[config.mk]
export PLATFORM = sky130hd
export DESIGN_NAME = cache_ctrl_wb
export DESIGN_NICKNAME = d
export VERILOG_FILES = /design/src/rtl/cache_ctrl_wb.sv
export SDC_FILE = /design/constraint.sdc
export NUM_CORES = 2
export LEC_CHECK = 0
export ABC_AREA = 0
export CORE_MARGIN = 4
export CORE_UTILIZATION = 35
export CTS_CLUSTER_SIZE = 16
export DETAILED_ROUTE_END_ITERATION = 7
export PLACE_DENSITY_LB_ADDON = 0.25
export SYNTH_ARGS = -nofsm -noshare
export SYNTH_HDL_FRONTEND = slang
export SYNTH_SLANG_ARGS = --single-unit
[constraint.sdc]
create_clock -name clk -period 7.7 [get_ports clk]
set_input_delay 1.155 -clock clk [delete_from_list [all_inputs] [get_ports clk]]
set_output_delay 1.155 -clock clk [all_outputs]
set_load 0.005 [all_outputs]
[src/rtl/cache_ctrl_wb.sv]
`default_nettype none
// ============================================================================
//  Module   : cache_ctrl_wb
//  Purpose  : Direct-mapped, write-back, write-allocate cache controller.
//             One word per line, word addressing. Dirty victims are written
//             back before a read fill or before a write miss takes the line.
//  Ports    : clk, rst (async, active low)
//             requester : rd_en, wr_en, addr, wr_data -> rd_data, rd_valid,
//                         hit, stall
//             memory    : mem_rd_en, mem_wr_en, mem_addr, mem_wr_data <-
//                         mem_data, mem_data_valid, mem_wr_ack
//             stats     : hit_count, miss_count (saturating)
//  Revision : 1.0  initial release
// ============================================================================
module cache_ctrl_wb #(
    parameter int DATA_W = 64,
    parameter int ADDR_W = 32,
    parameter int LINES  = 16,
    parameter int CNT_W  = 32
) (
    input  logic              clk,
    input  logic              rst,
    input  logic              rd_en,
    input  logic              wr_en,
    input  logic [ADDR_W-1:0] addr,
    input  logic [DATA_W-1:0] wr_data,
    output logic [DATA_W-1:0] rd_data,
    output logic              rd_valid,
    output logic              hit,
    output logic              stall,
    output logic              mem_rd_en,
    output logic              mem_wr_en,
    output logic [ADDR_W-1:0] mem_addr,
    output logic [DATA_W-1:0] mem_wr_data,
    input  logic [DATA_W-1:0] mem_data,
    input  logic              mem_data_valid,
    input  logic              mem_wr_ack,
    output logic [CNT_W-1:0]  hit_count,
    output logic [CNT_W-1:0]  miss_count
);

    localparam int IDX_W = $clog2(LINES);
    localparam int TAG_W = ADDR_W - IDX_W;
    localparam logic [CNT_W-1:0] C_CNT_ONE = {{(CNT_W-1){1'b0}}, 1'b1};
    localparam logic [CNT_W-1:0] C_CNT_MAX = {CNT_W{1'b1}};

    typedef enum logic [1:0] {
        S_IDLE = 2'd0,
        S_WB   = 2'd1,
        S_FILL = 2'd2,
        S_RESP = 2'd3
    } state_t;

    state_t r_state;
    state_t w_next;

    logic [DATA_W-1:0] r_data [LINES];
    logic [TAG_W-1:0]  r_tag  [LINES];
    logic [LINES-1:0]  r_valid;
    logic [LINES-1:0]  r_dirty;

    logic [ADDR_W-1:0] r_req_addr;
    logic [DATA_W-1:0] r_req_wdata;
    logic              r_req_wr;

    logic [IDX_W-1:0]  w_idx;
    logic [TAG_W-1:0]  w_tag;
    logic [IDX_W-1:0]  w_ridx;
    logic [TAG_W-1:0]  w_rtag;
    logic              w_req;
    logic              w_hit;
    logic              w_miss;
    logic              w_fill_done;

    assign w_idx       = addr[IDX_W-1:0];
    assign w_tag       = addr[ADDR_W-1:IDX_W];
    assign w_ridx      = r_req_addr[IDX_W-1:0];
    assign w_rtag      = r_req_addr[ADDR_W-1:IDX_W];
    assign w_req       = rd_en | wr_en;
    assign w_hit       = (r_state == S_IDLE) && w_req && r_valid[w_idx] && (r_tag[w_idx] == w_tag);
    assign w_miss      = (r_state == S_IDLE) && w_req && !w_hit;
    assign w_fill_done = (r_state == S_FILL) && mem_data_valid;

    // Gated by rst so every output reads 0 while reset is held, even if the
    // requester keeps a request asserted.
    assign stall = rst && (w_miss || (r_state == S_WB) || (r_state == S_FILL));

    // Next state and Moore memory-side outputs
    always_comb begin
        w_next      = r_state;
        mem_rd_en   = 1'b0;
        mem_wr_en   = 1'b0;
        mem_addr    = '0;
        mem_wr_data = '0;
        case (r_state)
            S_IDLE: begin
                if (w_miss) begin
                    if (r_valid[w_idx] && r_dirty[w_idx]) w_next = S_WB;
                    else if (wr_en)                       w_next = S_RESP;
                    else                                  w_next = S_FILL;
                end
            end
            S_WB: begin
                mem_wr_en   = 1'b1;
                mem_addr    = {r_tag[w_ridx], w_ridx};
                mem_wr_data = r_data[w_ridx];
                if (mem_wr_ack) w_next = r_req_wr ? S_RESP : S_FILL;
            end
            S_FILL: begin
                mem_rd_en = 1'b1;
                mem_addr  = r_req_addr;
                if (mem_data_valid) w_next = S_RESP;
            end
            S_RESP: begin
                w_next = S_IDLE;
            end
            default: w_next = S_IDLE;
        endcase
    end

    // Control state, valid/dirty, request latch, responses and counters
    always_ff @(posedge clk or negedge rst) begin
        if (!rst) begin
            r_state     <= S_IDLE;
            r_valid     <= '0;
            r_dirty     <= '0;
            r_req_addr  <= '0;
            r_req_wdata <= '0;
            r_req_wr    <= 1'b0;
            rd_data     <= '0;
            rd_valid    <= 1'b0;
            hit         <= 1'b0;
            hit_count   <= '0;
            miss_count  <= '0;
        end else begin
            r_state  <= w_next;
            rd_valid <= 1'b0;
            hit      <= 1'b0;
            if (w_hit) begin
                hit <= 1'b1;
                if (wr_en) begin
                    r_dirty[w_idx] <= 1'b1;
                end else begin
                    rd_data  <= r_data[w_idx];
                    rd_valid <= 1'b1;
                end
                if (hit_count != C_CNT_MAX) hit_count <= hit_count + C_CNT_ONE;
            end
            if (w_miss) begin
                r_req_addr  <= addr;
                r_req_wdata <= wr_data;
                r_req_wr    <= wr_en;
                if (miss_count != C_CNT_MAX) miss_count <= miss_count + C_CNT_ONE;
            end
            if (w_fill_done) begin
                r_valid[w_ridx] <= 1'b1;
                r_dirty[w_ridx] <= 1'b0;
            end
            if (r_state == S_RESP) begin
                if (r_req_wr) begin
                    r_valid[w_ridx] <= 1'b1;
                    r_dirty[w_ridx] <= 1'b1;
                end else begin
                    // The filled word already sits in the array from FILL.
                    rd_data  <= r_data[w_ridx];
                    rd_valid <= 1'b1;
                end
            end
        end
    end

    // Data and tag storage carry no reset; valid bits qualify them.
    always_ff @(posedge clk) begin
        if (w_hit && wr_en) begin
            r_data[w_idx] <= wr_data;
        end
        if (w_fill_done) begin
            r_data[w_ridx] <= mem_data;
            r_tag[w_ridx]  <= w_rtag;
        end
        if ((r_state == S_RESP) && r_req_wr) begin
            r_data[w_ridx] <= r_req_wdata;
            r_tag[w_ridx]  <= w_rtag;
        end
    end

endmodule
`default_nettype wire
==> results.tsv <==
stage	metric	value	unit
status	status	completed	
critical_path	crit_chain	buf_8 > mux4_2 > mux2i_1 > xor2_1 > nand2_1 > o41ai_1 > o2111ai_1 > nor4_4 > nor2_4 > o31a_1 > clkdlybuf4s50_1	
critical_path	crit_type	in2out	
synthesis	netlist_area	80900	sq um
timing	slew_viol_final	0	
place	numPortBuffers	394	
critical_path	cpMaxStageDelayCell	o41ai_1	
clock_tree	cts_tree	yes	
detailed_routing	drc	0	
synthesis	yosysTopAreaCellShare	54.6	%
synthesis	seq_area_frac_synth	62.7	%
critical_path	critPathTopFamily	compound AO/OA/AOI/OAI gates	
detailed_routing	via_per_inst	5.76	
critical_path	end_kind	primary output	
clock_tree	clkSinkCount	1733	
timing	hold_slack	0.283	ns
clock_tree	cts_max_level	4	
timing	fin_crit_sh	86.2	%
critical_path	arrival	5.49	ns
worst_hold_path	holdCritPathClass	in2async	
global_route	antenna_found_initial	12	
global_route	grt_pass1_wl	348000	microns
clock_tree	cts_resized	0	
global_route	grt_pass1_vias	47200	
clock_tree	hold_buffers	0	
critical_path	crit_end	stall	
timing	timing.slew.headroom	17.0	%
timing	final-hold-violation-count	0	
die	dieArea	239000	sq um
critical_path	crit_path_start	addr[0]	
critical_path	worst-path-buf-inv	2	
timing	period_needed	6.64	ns
critical_path	start_kind	input pin	
critical_path	rr_endpoint	r_data[7][11]$_DFFE_PP_	
die	num_io_pins	395	
finish	multi_input_area	29100	sq um
finish	regArea	50700	sq um
critical_path	reg2reg_depth	11	
finish	syn_to_final_growth	18.2	%
die	start_util	35.2	%
finish	nNetsFinal	4824	
clock_tree	clkTransAtPathRegs	0.07	ns
detailed_routing	postRouteAntennaNets	0	
synthesis	yosysWarnings	0	
pwr	p_per_area	347	nW/um^2
critical_path	r2r_start	r_tag[0][19]$_DFFE_PP_	
synthesis	synth_area_leader_cell	edfxtp_1	
die	core	230000	sq um
clock_tree	clockBufferDepth	3	
place	place_congestion	0.787	
timing	grt_setup_unrepaired	no	
global_route	grt-ovfl-total	0	
synthesis	synth_edf_count	1472	
global_route	grt_use_total	20.1	%
detailed_routing	routedWlPerCell	30.9	microns
synthesis	ys.flop_type	edfxtp_1	
critical_path	cp.depth	11	
detailed_routing	vias	45200	
detailed_routing	drt_wl_total	243000	microns
clock_tree	cts_root_buffer	clkbuf_16	
critical_path	cp_max_fo	35	
synthesis	synthArstFlopShare	15.1	%
detailed_routing	first_pass_iters	8	
synthesis	synth_commonest_cells	edfxtp_1 (1472), mux4_2 (881), dfrtp_1 (261), clkbuf_1 (204), mux2i_1 (201)	
die	rows	176	
synthesis	ys_ff_latch	1733	
synthesis	postSynthAreaPerCell	19.2	sq um
timing	max_slew.worst_pin.slew	1.24	ns
timing	setup_viol	0	
synthesis	synth_cells	4217	
finish	instances_no_fill	7847	
pwr	total_power	33.2	mW
synthesis	yosys.cell_count.top_type	edfxtp_1	
timing	fmax	0.151	GHz
clock_tree	cts_setup_buffers	0	
clock_tree	clk_latency	0.86	ns
detailed_routing	drt_iter0_drc	4302	
critical_path	rrSetupSlack	2.16	ns
clock_tree	cts_made_buffers	191	
pwr	leakagePower	31.1	nW
place	dp_hpwl	141000	microns
timing	skew	0.0456	ns
synthesis	synth_area_leaders	edfxtp_1 (55%), mux4_2 (25%), dfrtp_1 (8.1%)	
critical_path	cpPeakStageDelay	0.81	ns
die	die_h	489	microns
synthesis	syn_nets	4390	
place	dp_cells	7484	
synthesis	ys_types	65	
run	maxCapViolations	0	
pwr	ir_drop	0.000418	V
critical_path	critPathRequiredTime	6.55	ns
global_route	grt_max_degree	137	
finish	drive_above_1_share	31.1	%
die	die_w	489	microns
finish	fillers	20300	
-- per-stage QoR --
step / area [sq um] / setup slack (ns) / utilization, % / TNS [ns]
after detailed placement: 89300 / 0.800 / 38.8 / 0
final: 95600 / 1.06 / 41.6 / 0
after global routing: 95600 / 0.945 / 41.6 / 0
after CTS: 95600 / 0.993 / 41.6 / 0
after global placement: 89300 / 0.791 / 38.8 / 0
after floorplan: 80900 / -0.118 / - / -112.32
-- layer usage --
layer  vias up  track usage, %  wire (microns)
met5         -               0               0
met2      1717            33.3          119000
met4         0            5.44            5980
met1     24500            27.9          103000
li1      18600               -               -
met3       313            3.13           14800
-- how the worst min path moves through the flow --
stage	start	end	slack [ns]	cells after the start
after CTS	rst	miss_count[25]$_DFFE_PN0P_	0.26	1
final	rst	miss_count[25]$_DFFE_PN0P_	0.28	1
after global routing	rst	miss_count[23]$_DFFE_PN0P_	0.29	1
after global placement	r_valid[10]$_DFF_PN0_	r_valid[10]$_DFF_PN0_	0.45	1
after detailed placement	r_valid[15]$_DFF_PN0_	r_valid[15]$_DFF_PN0_	0.45	1
after floorplan	r_valid[10]$_DFF_PN0_	r_valid[10]$_DFF_PN0_	0.43	1
-- state kept, by name, indices dropped and copies added, names as in the netlist --
signal and count:
hit 1, hit_count 32, miss_count 32, r_data 1024, r_dirty 16, r_req_addr 32
r_req_wdata 64, r_req_wr 1, r_state 2, r_tag 448, r_valid 16, rd_data 64
rd_valid 1
-- worst register-to-register path, cell delays in order (launching register included) --
cell and delay (ns):
edfxtp_1 0.40, mux4_2 0.47, mux2i_1 0.18, xor2_1 0.28
nand2_1 0.15, o41ai_1 0.81, o2111ai_1 0.41, nor4_4 0.64
buf_4 0.36, nand3_1 0.37, a21oi_4 0.79, buf_4 0.37
-- final cells by class --
class / instances / area share [%]
inverters: 22 / 0.0864
clock inverters: 89 / 1.07
repair buffers: 562 / 5.81
clock buffers: 268 / 5.57
flip-flops and latches: 1733 / 53.1
multi-input cells: 2141 / 30.4
diodes: 6 / 0.0157
well taps: 3026 / 3.96
-- power by group --
group | switching, mW | internal, mW
sequential | 1.07 | 12.3
clock | 3.88 | 5.35
combinational | 5.66 | 4.95
-- placed cells by master, fill, tap and decap left out, types with 34 or more instances in the layout --
| cell type | Yosys | layout |
|---|---|---|
| mux2i_1 | 201 | 201 |
| mux2_2 | 86 | 86 |
| a22oi_1 | 51 | 51 |
| edfxtp_1 | 1472 | 1472 |
| and2_1 | 82 | 81 |
| dfrtp_1 | 261 | 257 |
| mux4_2 | 881 | 881 |
| clkbuf_16 | 0 | 193 |
| nand4_1 | 45 | 45 |
| nor2b_1 | 37 | 36 |
| nand3_1 | 42 | 42 |
| o21ai_0 | 123 | 99 |
| clkdlybuf4s50_1 | 0 | 389 |
| xor2_1 | 39 | 39 |
| nand2_1 | 172 | 171 |
| clkbuf_1 | 204 | 54 |
| xnor2_1 | 49 | 49 |
| buf_4 | 15 | 142 |
| and3_1 | 34 | 34 |
-- kinds of logic after synthesis --
kind of cell,share of synthesized area [%]
flops,62.7
mux,28.5
simple gates,3.59
buf+inv,1.78
compound gates,2.36
xor+xnor,0.953
fa+ha+maj,0.108
No activity file was read; power rests on OpenSTA's default activity.
